**src/rtl/fir_pkg.sv**
```systemverilog
// Shared width constants and word types for the FIR filter chain.
// Imported by the filter core and by the output conditioner.
package fir_pkg;

  localparam int FIR_IN_WIDTH   = 12;
  localparam int FIR_OUT_WIDTH  = 28;
  localparam int FIR_COEF_WIDTH = 16;
  localparam int COND_OUT_WIDTH = 16;

  typedef logic signed [COND_OUT_WIDTH-1:0] cond_word_t;

endpackage

```
**src/rtl/sync_fifo.sv**
```systemverilog
// Synchronous show-ahead FIFO with occupancy level output.
// Ports: clk, rst_n (sync, active-low), push/wdata, pop/rdata, level, full, empty.
// A push into a full FIFO is accepted only when a pop happens on the same edge.
module sync_fifo #(
  parameter int WIDTH = 16,
  parameter int DEPTH = 8
) (
  input  logic                         clk,
  input  logic                         rst_n,
  input  logic                         push,
  input  logic [WIDTH-1:0]             wdata,
  input  logic                         pop,
  output logic [WIDTH-1:0]             rdata,
  output logic [$clog2(DEPTH+1)-1:0]   level,
  output logic                         full,
  output logic                         empty
);

  localparam int AW = $clog2(DEPTH);
  localparam int LW = $clog2(DEPTH+1);

  logic [WIDTH-1:0] mem [DEPTH];
  logic [AW-1:0]    wr_ptr;
  logic [AW-1:0]    rd_ptr;
  logic             wr_en;
  logic             rd_en;

  assign full  = (level == LW'(DEPTH));
  assign empty = (level == '0);
  assign rd_en = pop && !empty;
  assign wr_en = push && (!full || rd_en);
  assign rdata = mem[rd_ptr];

  always_ff @(posedge clk) begin
    if (!rst_n) begin
      wr_ptr <= '0;
      rd_ptr <= '0;
      level  <= '0;
    end else begin
      if (wr_en) wr_ptr <= wr_ptr + 1'b1;
      if (rd_en) rd_ptr <= rd_ptr + 1'b1;
      unique case ({wr_en, rd_en})
        2'b10:   level <= level + 1'b1;
        2'b01:   level <= level - 1'b1;
        default: level <= level;
      endcase
    end
  end

  // Storage carries no reset; validity is tracked by the pointers.
  always_ff @(posedge clk) begin
    if (wr_en) mem[wr_ptr] <= wdata;
  end

endmodule

```
**src/rtl/fir_output_conditioner.sv**
```systemverilog
// Decimate, round, shift and saturate FIR samples into a ready/valid FIFO.
// Ports: i_clk, i_reset (sync active-low), sample in, stream out, level, sticky flags.
module fir_output_conditioner
  import fir_pkg::*;
#(
  parameter int IN_WIDTH   = FIR_OUT_WIDTH,
  parameter int OUT_WIDTH  = COND_OUT_WIDTH,
  parameter int SHIFT      = 12,
  parameter int DECIM      = 4,
  parameter int FIFO_DEPTH = 8
) (
  input  logic                                i_clk,
  input  logic                                i_reset,
  input  logic                                i_sample_en,
  input  logic signed [IN_WIDTH-1:0]          i_fir_data,
  output logic signed [OUT_WIDTH-1:0]         o_data,
  output logic                                o_data_valid,
  input  logic                                i_data_ready,
  output logic [$clog2(FIFO_DEPTH+1)-1:0]     o_fifo_level,
  output logic                                o_sat_sticky,
  output logic                                o_drop_sticky,
  input  logic                                i_clear_flags
);

  localparam int CW = (DECIM > 1) ? $clog2(DECIM) : 1;
  localparam int XW = IN_WIDTH + 1;

  localparam logic signed [XW-1:0] HALF = XW'(1) << (SHIFT - 1);
  localparam logic signed [XW-1:0] SMAX = (XW'(1) << (OUT_WIDTH - 1)) - XW'(1);
  localparam logic signed [XW-1:0] SMIN = -(XW'(1) << (OUT_WIDTH - 1));

  logic [CW-1:0]          cnt;
  logic                   keep;
  logic signed [XW-1:0]   sum;
  logic signed [XW-1:0]   r1;
  logic                   v1;
  logic                   hi;
  logic                   lo;
  logic [OUT_WIDTH-1:0]   sat_word;
  logic [OUT_WIDTH-1:0]   w2;
  logic                   v2;
  logic                   pop;
  logic                   full;
  logic                   empty;
  logic                   drop;

  assign keep = i_sample_en && (cnt == '0);

  // One extra bit keeps the rounding add from wrapping.
  assign sum = $signed({i_fir_data[IN_WIDTH-1], i_fir_data}) + HALF;

  assign hi = (r1 > SMAX);
  assign lo = (r1 < SMIN);

  always_comb begin
    sat_word = r1[OUT_WIDTH-1:0];
    unique case (1'b1)
      hi:      sat_word = SMAX[OUT_WIDTH-1:0];
      lo:      sat_word = SMIN[OUT_WIDTH-1:0];
      default: sat_word = r1[OUT_WIDTH-1:0];
    endcase
  end

  always_ff @(posedge i_clk) begin
    if (!i_reset) begin
      cnt <= '0;
      v1  <= 1'b0;
      v2  <= 1'b0;
    end else begin
      if (i_sample_en)
        cnt <= (cnt == CW'(DECIM - 1)) ? '0 : cnt + 1'b1;
      v1 <= keep;
      v2 <= v1;
    end
  end

  always_ff @(posedge i_clk) begin
    if (keep) r1 <= sum >>> SHIFT;
    if (v1)   w2 <= sat_word;
  end

  assign o_data_valid = !empty;
  assign pop          = o_data_valid && i_data_ready;
  assign drop         = v2 && full && !pop;

  // Set events take priority over a simultaneous clear.
  always_ff @(posedge i_clk) begin
    if (!i_reset) begin
      o_sat_sticky  <= 1'b0;
      o_drop_sticky <= 1'b0;
    end else begin
      if (v1 && (hi || lo))  o_sat_sticky <= 1'b1;
      else if (i_clear_flags) o_sat_sticky <= 1'b0;
      if (drop)               o_drop_sticky <= 1'b1;
      else if (i_clear_flags) o_drop_sticky <= 1'b0;
    end
  end

  sync_fifo #(
    .WIDTH (OUT_WIDTH),
    .DEPTH (FIFO_DEPTH)
  ) u_fifo (
    .clk   (i_clk),
    .rst_n (i_reset),
    .push  (v2),
    .wdata (w2),
    .pop   (pop),
    .rdata (o_data),
    .level (o_fifo_level),
    .full  (full),
    .empty (empty)
  );

endmodule

```
**config.mk**
```make
export PLATFORM = sky130hd
export DESIGN_NAME = fir_output_conditioner
export DESIGN_NICKNAME = d
export VERILOG_FILES = /design/src/rtl/fir_pkg.sv /design/src/rtl/sync_fifo.sv /design/src/rtl/fir_output_conditioner.sv
export SDC_FILE = /design/constraint.sdc
export NUM_CORES = 1
export LEC_CHECK = 0
export BUFFER_PORTS_ARGS = -buffer_cell sky130_fd_sc_hd__buf_2
export CORE_MARGIN = 4
export CORE_UTILIZATION = 41
export CTS_CLUSTER_DIAMETER = 40
export DETAILED_ROUTE_END_ITERATION = 8
export PLACE_DENSITY_LB_ADDON = 0.15
export SLEW_MARGIN = 20
export SYNTH_ARGS = -nofsm -noshare
export SYNTH_HDL_FRONTEND = slang
export SYNTH_HIERARCHICAL = 1
export SYNTH_SLANG_ARGS = --single-unit
```
**constraint.sdc**
```tcl
create_clock -name i_clk -period 4 [get_ports i_clk]
set_input_delay 0.4 -clock i_clk [delete_from_list [all_inputs] [get_ports i_clk]]
set_output_delay 0.4 -clock i_clk [all_outputs]
set_load 0.05 [all_outputs]
```
==> After elaboration in Yosys (flattened, before gate mapping) <==
Memory sizes are Yosys's and may differ from the RTL's. A register that Yosys moved wholly into a read port is not among the register bits.
Cells that the tools add are included.
{ "classes": {"add_sub_neg": 6, "eq_ne": 4, "n_reduce_logical": 17, "magnitude_cmp": 2, "muxes": 10} }
{ "op_table": {"columns": ["cell", "n"], "rows": [
  ["$pmux W16 S2", 1],
  ["$add A28 B13 Y29 const B", 1],
  ["$gt A17 B16 Y1 const B", 1],
  ["$lt A17 B16 Y1 const B", 1],
  ["$pmux W4 S2", 1],
  ["$logic_and A1 B1 Y1", 7],
  ["$add A3 B1 Y3 const B", 2],
  ["$mux W3", 2],
  ["$reduce_bool A2 Y1", 3],
  ["$mux W1", 5],
  ["$add A4 B1 Y4 const B", 1],
  ["$eq A2 B2 Y1 const B", 2],
  ["$eq A4 B4 Y1 const B", 1],
  ["$logic_not A4 Y1", 1],
  ["$sub A4 B1 Y4 const B", 1],
  ["$logic_not A1 Y1", 3],
  ["$add A2 B1 Y2 const B", 1],
  ["$eq A2 B1 Y1 const B", 1],
  ["$logic_not A2 Y1", 1],
  ["$logic_or A1 B1 Y1", 2],
  ["$mux W2", 1]
]} }
{ "word_totals": {"ram_bits": 128, "register_bits": 49, "out_inout_bits": 23, "elab_cells": 50, "input_bits": 33, "mem_count": 1} }
{ "mem_list": {"columns": ["memory", "depth", "width", "read_ports", "rd_clocked_by_memory_dff", "write_ports", "line", "rtl"], "rows": [
  ["u_fifo.mem", 8, 16, 1, 1, 1, "sync_fifo.sv:22", "logic [WIDTH-1:0] mem [DEPTH];"]
]} }

==> Logic depth before layout (Yosys ltp) <==
{ "depth": {"depth_word": 8, "ltp_mapped": 13, "depth_no_buf": 11} }

==> Cells and area by module <==
The synthesis kept the hierarchy.
{ "by_module_without_submodules": {"columns": ["mod", "area_per_inst_um2", "instances", "cells_each"], "rows": [
  ["sync_fifo", 5689.2, 1, 273],
  ["fir_output_conditioner", 1829.3, 1, 157]
]} }

==> Least setup slack after synthesis <==
OpenSTA, ideal clock, no wires.
{ "synth_path": {"kind": "register to register", "startpoint": "register u_fifo.level[0]", "endpoint": "memory u_fifo.mem[0][0] (enable)", "arrival_time_ns": 3.183, "period_less_slack_ns": 3.592, "stages_incl_launch_ff": 10, "path_slack_ns": 0.408, "path_cell_list": "dfxtp_1 > or3_1 > buf_2 > nor2_1 > nor2b_1 > buf_2 > nand2b_1 > o21ai_2 > or2_2 > nor3_1"} }
{ "synth_via": {"elab_chain_cells": 8, "elab_cells_between_ends": 10, "classes_between": "eq/ne: 1; mux: 2; reduce/logical: 7"} }
{ "synth_rtl": {"columns": ["element", "line", "rtl"], "rows": [
  ["from (decl)", "sync_fifo.sv:14", "output logic [$clog2(DEPTH+1)-1:0] level,"],
  ["from (signal assigned)", "sync_fifo.sv:43", "2'b10: level <= level + 1'b1;"],
  ["from (signal assigned)", "sync_fifo.sv:44", "2'b01: level <= level - 1'b1;"],
  ["from (signal assigned)", "sync_fifo.sv:45", "default: level <= level;"],
  ["$logic_not A4 Y1", "sync_fifo.sv:29", "assign empty = (level == '0);"],
  ["named net empty", "fir_output_conditioner.sv:44", "logic empty;"],
  ["$logic_not A1 Y1", "fir_output_conditioner.sv:82", "assign o_data_valid = !empty;"],
  ["$logic_and A1 B1 Y1", "fir_output_conditioner.sv:83", "assign pop = o_data_valid && i_data_ready;"],
  ["named net pop", "fir_output_conditioner.sv:42", "logic pop;"],
  ["$logic_and A1 B1 Y1", "sync_fifo.sv:30", "assign rd_en = pop && !empty;"],
  ["$logic_or A1 B1 Y1", "sync_fifo.sv:31", "assign wr_en = push && (!full || rd_en);"],
  ["$logic_and A1 B1 Y1", "sync_fifo.sv:31", null],
  ["$mux W1", "sync_fifo.sv:52", "if (wr_en) mem[wr_ptr] <= wdata;"],
  ["$mux W1 (not written as such)", "sync_fifo.sv:52", null],
  ["to (decl)", "sync_fifo.sv:22", null]
]} }
The timed path passes the listed nets, and every way through them passes these cells.

==> Worst setup path in the final report <==
{ "layout_path": {"startpoint": "register u_fifo.level[0]", "endpoint": "register u_fifo.level[3]"} }
{ "layout_via": {"elab_chain_cells": 8, "elab_cells_between_ends": 14, "classes_between": "add/sub: 2; eq/ne: 3; mux: 1; reduce/logical: 8"} }
{ "layout_rtl": {"columns": ["element", "line", "rtl"], "rows": [
  ["$logic_not A4 Y1 *", "sync_fifo.sv:29", null],
  ["named net empty", "fir_output_conditioner.sv:44", null],
  ["$logic_not A1 Y1 *", "fir_output_conditioner.sv:82", null],
  ["$logic_and A1 B1 Y1 *", "fir_output_conditioner.sv:83", null],
  ["named net pop", "fir_output_conditioner.sv:42", null],
  ["$logic_and A1 B1 Y1 *", "sync_fifo.sv:30", null],
  ["$logic_or A1 B1 Y1", "sync_fifo.sv:31", null],
  ["$logic_and A1 B1 Y1", "sync_fifo.sv:31", null],
  ["$eq A2 B1 Y1 / $eq A2 B2 Y1 (equally long branches)", "sync_fifo.sv:42", "unique case ({wr_en, rd_en})"],
  ["$pmux W4 S2 / $reduce_bool A2 Y1 (equally long branches)", null, null]
]} }
The timed path passes the listed nets; every way through them passes the cells marked *.
A chain may end at the register's enable or synchronous reset.

==> impl_metrics.py <==
metrics = {
    "run_status": {
        "status": "completed",
    },
    "clocking": {
        "cts_tree": "done",
        "cts-root-buf": "clkbuf_16",
        "clk_pin_slew_ps": 70,
        "cts.hold.buffers_added": 0,
        "clk_latency_ps": 420,
        "ctsHtreeMaxLevel": 4,
        "cts_resized": 0,
        "cts_buffers": 17,
        "clock_path_buffers": 2,
        "postCtsSetupRepairBufs": 0,
        "cts.sinks": 180,
    },
    "synth": {
        "synth.largest_area_cell": "edfxtp_1",
        "ys_warn_count": 6,
        "synth_cell_type_count": 46,
        "synth_top_area_share_pct": 64.3,
        "ys_async_sr_fraction_pct": 0,
        "synth_commonest_cells": "edfxtp_1, nor2_1, mux4_1, nand2_1, dfxtp_1",
        "synth_edf_count": 161,
        "syn_area_sq_um": 7520,
        "ys_ff_latch": 180,
        "synth-seq-area-share_pct": 69.4,
        "ys_top_cells_by_area": "edfxtp_1, mux4_1, dfxtp_1",
        "syn_inst": 430,
        "synth_nets": 471,
        "syn_avg_cell_area_sq_um": 17.5,
        "ys.flop_type": "edfxtp_1",
        "yosysMostFrequentCell": "edfxtp_1",
    },
    "worst_setup_path": {
        "crit_type": "flop to flop",
        "worstPathRequired_ps": 4370,
        "start_kind": "flop",
        "rrSetupSlack_ps": 1020,
        "arrival_ps": 3350,
        "worst_setup_path_end_kind": "flop",
        "critPathMaxFanout": 10,
    },
    "sta": {
        "hold_viol_final": 0,
        "drv_slew": 0,
        "worst_pin_slew_ps": 940,
        "fmax_mhz": 335,
        "slew_headroom_pct": 37.3,
        "worst_slack_ps": 1020,
        "rsz0062_at_grt": "false",
        "min_period_over_period_pct": 74.5,
        "min_period_ps": 2980,
        "finalClockSkew_ps": 8.95,
        "setup-tns-final_ps": 0,
        "setup_viol": 0,
    },
    "drt": {
        "vias_per_cell": 4.98,
        "wl_per_cell_um": 17.5,
        "dr.pass1.iters": 4,
        "routed_wl_um": 12700,
        "ant_nets": 0,
        "drc": 0,
        "drtIter0Drc": 146,
        "num_vias": 3613,
    },
    "grt": {
        "grt_start_max_net_pins": 33,
        "grt_overflow": 0,
        "antenna_found_initial": 0,
        "grtUsageTotal_pct": 13.3,
        "grt_pass1_wl_um": 20200,
        "grt_pass1_vias": 3705,
    },
    "final_layout": {
        "n_fill_cell": 1566,
        "drive_gt1_share_pct": 25.0,
        "final_cells": 725,
        "nNetsFinal": 524,
        "diodes": 0,
        "areaGrowthSynthToFinish_pct": 14.0,
    },
    "power_and_ir_drop": {
        "p_leak_uw": 0.00290,
        "ir_drop_mv": 0.326,
        "power_density_nw_per_um2": 486,
    },
    "die": {
        "die-height_um": 143,
        "num_rows": 49,
        "io_pins": 56,
        "start_util_pct": 41.7,
        "die_w_um": 143,
        "dieArea_sq_um": 20600,
        "core_sq_um": 18000,
    },
    "flow_run": {
        "maxCapViolations": 0,
    },
    "place": {
        "dp_slack_ps": 1060,
        "placed_cells": 693,
        "dp_hpwl_um": 7710,
        "portBuffers": 44,
        "place_congestion": 0.744,
    },
    "min_path": {
        "hold_path.class": "input port to flop",
    },
}
==> registers in the layout, summed over array words and instances (netlist names), named ones only <==
name           flops
v1                 1
u_fifo/mem       128
o_drop_sticky      1
u_fifo/level       4
w2                16
u_fifo/rd_ptr      3
r1                17
v2                 1
o_sat_sticky       1
cnt                2
u_fifo/wr_ptr      3
==> cells in the final DEF, fill, tap and decap left out, drive strengths merged, types with 2 or more instances in the layout <==
cell and n:
nor4 5, xnor2 10, clkinv 5, a21oi 3, nor3 7, or2 2
bufinv 2, nor2b 5, o211ai 3, inv 17, clkinvlp 4, mux4 32
o21ai 18, xor2 12, nand3 9, mux2i 4, nor2 34, and2 5
nand4 7, mux2 16, nand2 22, buf 53, ha 7, a211oi 2
dfxtp 19, nand2b 4, edfxtp 161, clkbuf 17, and3 2
==> cell families after synthesis <==
group | Yosys count | synth area share (%)
XOR/XNOR | 22 | 2.56
flip-flops | 180 | 69.4
multiplexers | 52 | 13.9
buffers and inverters | 32 | 2.41
AO/OA/AOI/OAI | 32 | 2.86
AND/OR/NAND/NOR | 104 | 7.51
adder cells (fa/ha/maj) | 8 | 1.43
==> worst paths after layout <==
| check | endpoint | startpoint | depth (start not counted) |
|---|---|---|---|
| worst max-delay path | u_fifo/level[3] | u_fifo/level[0] | 11 |
| worst max register to register | u_fifo/level[3] | u_fifo/level[0] | 11 |
| worst min-delay path | v1 | i_sample_en | 2 |
| worst min register to register | u_fifo/wr_ptr[0] | u_fifo/wr_ptr[0] | 2 |
==> cell type report <==
type	count	area, sq um	area share (%)
sequential	180	5220	60.9
multi-input combinational	218	2130	24.9
clock buffer	17	425	4.96
timing repair buffer	53	288	3.36
tap	229	287	3.34
clock inverter	15	174	2.03
inverter	13	48.8	0.569
==> power breakdown <==
group          switching (uW)  internal (uW)
combinational             228            118
sequential               61.0           2100
clock                     719            937
total                    1010           3160
==> per-layer routing <==
metal  vias to the layer above  part of all wire, %  track usage, %
met5                         -                    0               0
met2                        49                   50            21.6
li1                       1791                    -               -
met1                      1756                   46            17.3
met3                        17                  2.6            3.00
met4                         0                  1.9            5.65
==> worst max-delay path: stages (launching register included) <==
cell and delay (ps):
dfxtp_1 460, or3_1 310, nor2_1 90, nor2b_1 520, o21ai_2 170, or2_2 350
inv_1 90, ha_1 260, a21oi_1 210, nand2_1 120, o31a_1 250, nand4_1 80
==> metrics by stage <==
step / power (uW) / instance area [sq um] / utilization, % / hold WS, ps
finish: 4170 / 8570 / 47.5 / 275
global route: 4330 / 8570 / 47.5 / 279
CTS: 4210 / 8570 / 47.5 / 251
detailed placement: 2560 / 7970 / 44.2 / 486
global placement: 2550 / 7970 / 44.2 / 473
floorplan: 2470 / 7520 / - / 462
(Power assumes the default switching activity.)
